## src/rtl/regfile_arbiter_pkg.sv

```systemverilog
// Shared types for the register-file arbiter: register-file op and select encodings,
// arbiter FSM states and the latched command record.
package regfile_arbiter_pkg;

    localparam int REGARB_DATA_W = 8;

    typedef enum logic [1:0] {
        REG_OP_NOP   = 2'd0,
        REG_OP_READ  = 2'd1,
        REG_OP_WRITE = 2'd2,
        REG_OP_ADD   = 2'd3
    } registers_op_e;

    typedef enum logic [1:0] {
        REG_R0 = 2'd0,
        REG_R1 = 2'd1,
        REG_R2 = 2'd2,
        REG_R3 = 2'd3
    } register_sel_e;

    typedef enum logic [1:0] {
        ST_IDLE = 2'd0,
        ST_EXEC = 2'd1,
        ST_RESP = 2'd2
    } regarb_state_e;

    typedef struct packed {
        registers_op_e            op;
        register_sel_e            sel1;
        register_sel_e            sel2;
        logic [REGARB_DATA_W-1:0] data;
    } regfile_cmd_t;

endpackage

```

## src/rtl/regfile_arbiter_rr_arbiter2.sv

```systemverilog
// Two-way grant decision: round-robin on last_grant, or req0 priority with a
// starvation counter that forces req1 after STARVE_LIMIT back-to-back req0 wins.
module rr_arbiter2 #(
    parameter int FIXED_PRIO   = 0,
    parameter int STARVE_LIMIT = 4
) (
    input  logic i_clk,
    input  logic i_reset,
    input  logic i_en,
    input  logic i_req0_valid,
    input  logic i_req1_valid,
    output logic o_grant_valid,
    output logic o_grant_id
);

    localparam int CW = (STARVE_LIMIT < 1) ? 1 : $clog2(STARVE_LIMIT + 1);
    localparam logic [CW-1:0] LIMIT_C = CW'(STARVE_LIMIT);

    logic          r_last_grant;
    logic [CW-1:0] r_starve_cnt;

    // Grant decision for the current IDLE cycle.
    always_comb begin
        o_grant_valid = i_en && (i_req0_valid || i_req1_valid);
        o_grant_id    = 1'b0;
        if (i_req0_valid && i_req1_valid) begin
            if (FIXED_PRIO != 0) begin
                o_grant_id = (r_starve_cnt == LIMIT_C);
            end else begin
                o_grant_id = ~r_last_grant;
            end
        end else if (i_req1_valid) begin
            o_grant_id = 1'b1;
        end else begin
            o_grant_id = 1'b0;
        end
    end

    // History only moves on an actual grant, so a withdrawn request leaves it untouched.
    always_ff @(posedge i_clk) begin
        if (i_reset) begin
            r_last_grant <= 1'b1;
            r_starve_cnt <= {CW{1'b0}};
        end else if (o_grant_valid) begin
            r_last_grant <= o_grant_id;
            if (o_grant_id || !i_req1_valid) begin
                r_starve_cnt <= {CW{1'b0}};
            end else if (r_starve_cnt != LIMIT_C) begin
                r_starve_cnt <= r_starve_cnt + CW'(1);
            end else begin
                r_starve_cnt <= r_starve_cnt;
            end
        end else begin
            r_starve_cnt <= r_starve_cnt;
        end
    end

endmodule

```

## src/rtl/regfile_arbiter.sv

```systemverilog
// Shares one register-file port between the control unit (req0) and debug host (req1).
// Each accepted command runs IDLE -> EXEC -> RESP and returns both read ports.
module regfile_arbiter
    import regfile_arbiter_pkg::*;
#(
    parameter int DATA_BUS_WIDTH = REGARB_DATA_W,
    parameter int FIXED_PRIO     = 0,
    parameter int STARVE_LIMIT   = 4
) (
    input  logic                      clock,
    input  logic                      reset,
    input  logic                      req0_valid,
    output logic                      req0_ready,
    input  registers_op_e             req0_op,
    input  register_sel_e             req0_sel1,
    input  register_sel_e             req0_sel2,
    input  logic [DATA_BUS_WIDTH-1:0] req0_data,
    input  logic                      req1_valid,
    output logic                      req1_ready,
    input  registers_op_e             req1_op,
    input  register_sel_e             req1_sel1,
    input  register_sel_e             req1_sel2,
    input  logic [DATA_BUS_WIDTH-1:0] req1_data,
    output logic                      rsp0_valid,
    output logic [DATA_BUS_WIDTH-1:0] rsp0_data1,
    output logic [DATA_BUS_WIDTH-1:0] rsp0_data2,
    output logic                      rsp1_valid,
    output logic [DATA_BUS_WIDTH-1:0] rsp1_data1,
    output logic [DATA_BUS_WIDTH-1:0] rsp1_data2,
    output registers_op_e             op,
    output register_sel_e             reg_1_out_sel,
    output register_sel_e             reg_2_out_sel,
    output logic [DATA_BUS_WIDTH-1:0] reg_data_in,
    input  logic [DATA_BUS_WIDTH-1:0] reg_1_out,
    input  logic [DATA_BUS_WIDTH-1:0] reg_2_out
);

    regarb_state_e r_state;
    logic          r_grant_id;
    logic          w_arb_en;
    logic          w_grant_valid;
    logic          w_grant_id;
    regfile_cmd_t  w_cmd;

    assign w_arb_en   = (r_state == ST_IDLE) && !reset;
    assign req0_ready = w_arb_en;
    assign req1_ready = w_arb_en;

    rr_arbiter2 #(
        .FIXED_PRIO   (FIXED_PRIO),
        .STARVE_LIMIT (STARVE_LIMIT)
    ) u_arb (
        .i_clk         (clock),
        .i_reset       (reset),
        .i_en          (w_arb_en),
        .i_req0_valid  (req0_valid),
        .i_req1_valid  (req1_valid),
        .o_grant_valid (w_grant_valid),
        .o_grant_id    (w_grant_id)
    );

    // Command offered by whichever requester the arbiter picked.
    always_comb begin
        w_cmd = '0;
        if (w_grant_id) begin
            w_cmd.op   = req1_op;
            w_cmd.sel1 = req1_sel1;
            w_cmd.sel2 = req1_sel2;
            w_cmd.data = REGARB_DATA_W'(req1_data);
        end else begin
            w_cmd.op   = req0_op;
            w_cmd.sel1 = req0_sel1;
            w_cmd.sel2 = req0_sel2;
            w_cmd.data = REGARB_DATA_W'(req0_data);
        end
    end

    // Command FSM; the port outputs double as the command latch, op drops back to NOP after EXEC.
    always_ff @(posedge clock) begin
        if (reset) begin
            r_state       <= ST_IDLE;
            r_grant_id    <= 1'b0;
            op            <= REG_OP_NOP;
            reg_1_out_sel <= REG_R0;
            reg_2_out_sel <= REG_R0;
            reg_data_in   <= {DATA_BUS_WIDTH{1'b0}};
            rsp0_valid    <= 1'b0;
            rsp1_valid    <= 1'b0;
            rsp0_data1    <= {DATA_BUS_WIDTH{1'b0}};
            rsp0_data2    <= {DATA_BUS_WIDTH{1'b0}};
            rsp1_data1    <= {DATA_BUS_WIDTH{1'b0}};
            rsp1_data2    <= {DATA_BUS_WIDTH{1'b0}};
        end else begin
            rsp0_valid <= 1'b0;
            rsp1_valid <= 1'b0;
            case (r_state)
                ST_IDLE: begin
                    if (w_grant_valid) begin
                        op            <= w_cmd.op;
                        reg_1_out_sel <= w_cmd.sel1;
                        reg_2_out_sel <= w_cmd.sel2;
                        reg_data_in   <= DATA_BUS_WIDTH'(w_cmd.data);
                        r_grant_id    <= w_grant_id;
                        r_state       <= ST_EXEC;
                    end else begin
                        r_state <= ST_IDLE;
                    end
                end
                ST_EXEC: begin
                    // Read ports are sampled on the same edge that commits the write: pre-write values.
                    op      <= REG_OP_NOP;
                    r_state <= ST_RESP;
                    if (r_grant_id) begin
                        rsp1_valid <= 1'b1;
                        rsp1_data1 <= reg_1_out;
                        rsp1_data2 <= reg_2_out;
                    end else begin
                        rsp0_valid <= 1'b1;
                        rsp0_data1 <= reg_1_out;
                        rsp0_data2 <= reg_2_out;
                    end
                end
                ST_RESP: begin
                    r_state <= ST_IDLE;
                end
                default: begin
                    op      <= REG_OP_NOP;
                    r_state <= ST_IDLE;
                end
            endcase
        end
    end

endmodule

```

## config.mk

```make
export PLATFORM = sky130hd
export DESIGN_NAME = regfile_arbiter
export DESIGN_NICKNAME = d
export VERILOG_FILES = /design/src/rtl/regfile_arbiter_pkg.sv /design/src/rtl/regfile_arbiter_rr_arbiter2.sv /design/src/rtl/regfile_arbiter.sv
export SDC_FILE = /design/constraint.sdc
export NUM_CORES = 1
export LEC_CHECK = 0
export BUFFER_PORTS_ARGS = -buffer_cell sky130_fd_sc_hd__buf_2
export CORE_MARGIN = 2
export CORE_UTILIZATION = 49
export DETAILED_ROUTE_END_ITERATION = 8
export GPL_ROUTABILITY_DRIVEN = 1
export PLACE_DENSITY_LB_ADDON = 0.05
export SLEW_MARGIN = 40
export SYNTH_ARGS = -nofsm -noshare
export SYNTH_HDL_FRONTEND = slang
export SYNTH_SLANG_ARGS = --single-unit
export TNS_END_PERCENT = 1
```

## constraint.sdc

```tcl
create_clock -name clock -period 2.05 [get_ports clock]
set_input_delay 0.41 -clock clock [delete_from_list [all_inputs] [get_ports clock]]
set_output_delay 0.41 -clock clock [all_outputs]
set_load 0.02 [all_outputs]
```

==> flow_summary_export.csv <==
group,metric,value,unit
yosys,syn_area,0.00207,sq mm
outcome,status,"finished, final reports clean",
floorplanning,initial_core_util,0.514,
yosys,ys_seq_area_frac,0.503,
grt,overflow,0,
timing,drv_slew,0,
layout,diodes,0,
power,p_per_area,840,mW/mm^2
yosys,synth.avg_cell_area,9.24,sq um
layout,nets,365,
place,post-place-ws,569,ps
drt,vias_per_cell,4.81,
layout,area_growth,28.7,%
power,peakVddDrop,0.418,mV
place,io_buffers,97,
drt,vias,1769,
worst_setup_path,crit_path_max_fanout,8,
grt,grt_use_total,0.178,
worst_setup_path,critPathKind,"flop to primary output",
clocking,htreeDepth,2,
floorplanning,rows,23,
yosys,ys_seq_elements,52,
place,gp_congestion,0.762,
layout,drive_gt1_frac,0.362,
timing,setup_viol,0,
timing,max_slew_margin,0.620,
timing,fin_tns_setup,0,ps
yosys,syn-num-nets,272,
worst_setup_path,required,1640,ps
power,finalPower,2240,uW
grt,antenna_found_initial,0,
timing,tightest_slew,570,ps
clocking,clock-sinks,52,
timing,fin_crit_sh,0.809,
yosys,synthCells,224,
floorplanning,fp.coreArea,0.00403,sq mm
drt,wl_per_cell,11.5,um
drt,drcViolationCount,0,
yosys,synth_ff_type,"dfxtp_1",
clocking,clkTransAtPathRegs,90,ps
clocking,cts_hold_buf,0,
run,cap_violations,0,
drt,drtIter0Drc,97,
floorplanning,ios,98,
timing,rsz0062_at_grt,"false",
timing,fin_ws,391,ps
clocking,cts_tree,"done",
floorplanning,fp.dieW,69.0,um
drt,ant_nets,0,
floorplanning,die_area,0.00476,sq mm
worst_setup_path,worstPathArrival,1250,ps
clocking,cts_buffer_depth,2,
timing,fin_hold_ws,349,ps
yosys,synth_edf_count,0,
yosys,yosysUniqueCellTypes,28,
clocking,insertion_delay,300,ps
clocking,cts-buffers-inserted,5,
worst_setup_path,cp-start-kind,"flop",
drt,dr.pass1.iters,4,
yosys,ys_async_sr_fraction,0,
layout,num-fill-cells,359,
timing,fin_skew,3.14,ps
drt,routed_wl,4.24,mm
place,hpwl,3.10,mm
worst_setup_path,end_kind,"primary output",
floorplanning,die_h,69.0,um
clocking,cts-resized-gates,0,
yosys,yosysWarnings,0,
layout,finalCoreUtilization,0.661,
timing,finalHoldViolations,0,
timing,min_period,1660,ps
clocking,post_cts_buffers,0,
timing,fmax,603,MHz
grt,grt_max_degree,52,
worst_setup_path,r2r_slack,560,ps
grt,grt_pass1_wl,7.18,mm
worst_hold_path,min_path_type,"primary input to flop",
power,power_leakage,0.00123,uW
clocking,clockRootBuffer,"clkbuf_8",
grt,grt_pass1_vias,1629,
-- cells in the mapped netlist, types with 2 or more instances --
cell type	count	area share
mux2i_1	26	0.13
buf_2	5	0.012
nor2_1	2	0.0036
buf_6	2	0.011
clkbuf_1	4	0.0072
nand2_1	65	0.12
nand2b_1	13	0.039
a211oi_2	2	0.012
dfxtp_1	52	0.50
a21oi_1	35	0.085
-- cell usage in the layout (no fill, tap or decap) --
cell,netlist,layout
a211oi_2,2,2
a21boi_2,1,1
a21oi_1,35,35
and2_4,1,1
and2b_1,1,1
and3_1,1,1
and3b_1,1,1
buf_2,5,97
buf_4,1,4
bufinv_16,0,1
clkbuf_8,0,7
dfxtp_1,52,52
mux2i_1,26,26
nand2_1,65,65
nand2b_1,13,13
nand3b_1,1,1
nor2_1,2,2
nor2b_1,1,1
nor3_4,1,1
nor3b_1,1,1
nor3b_4,1,1
o21ai_1,1,1
o21bai_1,1,1
or2_0,1,1
or3b_1,1,1
-- cell type report --
cell class,instances,area (sq um),area share
Clock buffer,7,96.3,0.0362
Tap cell,50,62.6,0.0235
Timing Repair Buffer,101,515,0.193
Multi-Input combinational cell,157,920,0.345
Clock inverter,1,30.0,0.0113
Sequential cell,52,1040,0.391
-- state kept, by name, indices dropped and copies added, names as in the netlist --
register and flops:
op 2, r_grant_id 1, r_state 2, reg_1_out_sel 2, reg_2_out_sel 2, reg_data_in 8, rsp0_data1 8, rsp0_data2 8
rsp0_valid 1, rsp1_data1 8, rsp1_data2 8, rsp1_valid 1, u_arb.r_last_grant 1
-- final timing paths --
path,from,endpoint,cells past startpoint
max,r_state[0]$_SDFF_PP0_,req1_ready,2
min,reg_2_out[2],rsp1_data2[2]$_SDFFE_PP0P_,3
max reg2reg,r_state[0]$_SDFF_PP0_,rsp0_data1[4]$_SDFFE_PP0P_,3
min reg2reg,rsp0_data1[1]$_SDFFE_PP0P_,rsp0_data1[1]$_SDFFE_PP0P_,2
-- report_power, final --
part / switching (uW) / internal [uW] / leakage, uW
combinational: 222 / 156 / 0.000742
sequential: 37.8 / 1080 / 0.000425
clock: 315 / 431 / 0.0000645
total: 575 / 1660 / 0.00123
-- critical path, stage by stage (launching register included) --
cell and delay, ps:
dfxtp_1 390, nor3_4 330, buf_2 230
-- metal layers --
metal | GRT usage | vias to the layer above | wire, um
li1 | - | 922 | -
met1 | 0.209 | 779 | 1900
met2 | 0.319 | 64 | 2000
met3 | 0.0526 | 4 | 312
met4 | 0.0392 | 0 | 31
met5 | 0 | - | 0
-- cells by family after synthesis --
| group | synth area share |
|---|---|
| simple gates | 0.210 |
| flops | 0.503 |
| compound gates | 0.108 |
| mux | 0.126 |
| buf+inv | 0.0532 |
-- metrics by stage --
stage,instances,cell area (sq um)
2_1_floorplan,224,2070
3_3_place_gp,360,2540
3_5_place_dp,360,2540
4_1_cts,368,2670
5_1_grt,368,2670
6_report,368,2670
No activity file was read; power rests on OpenSTA's default activity.
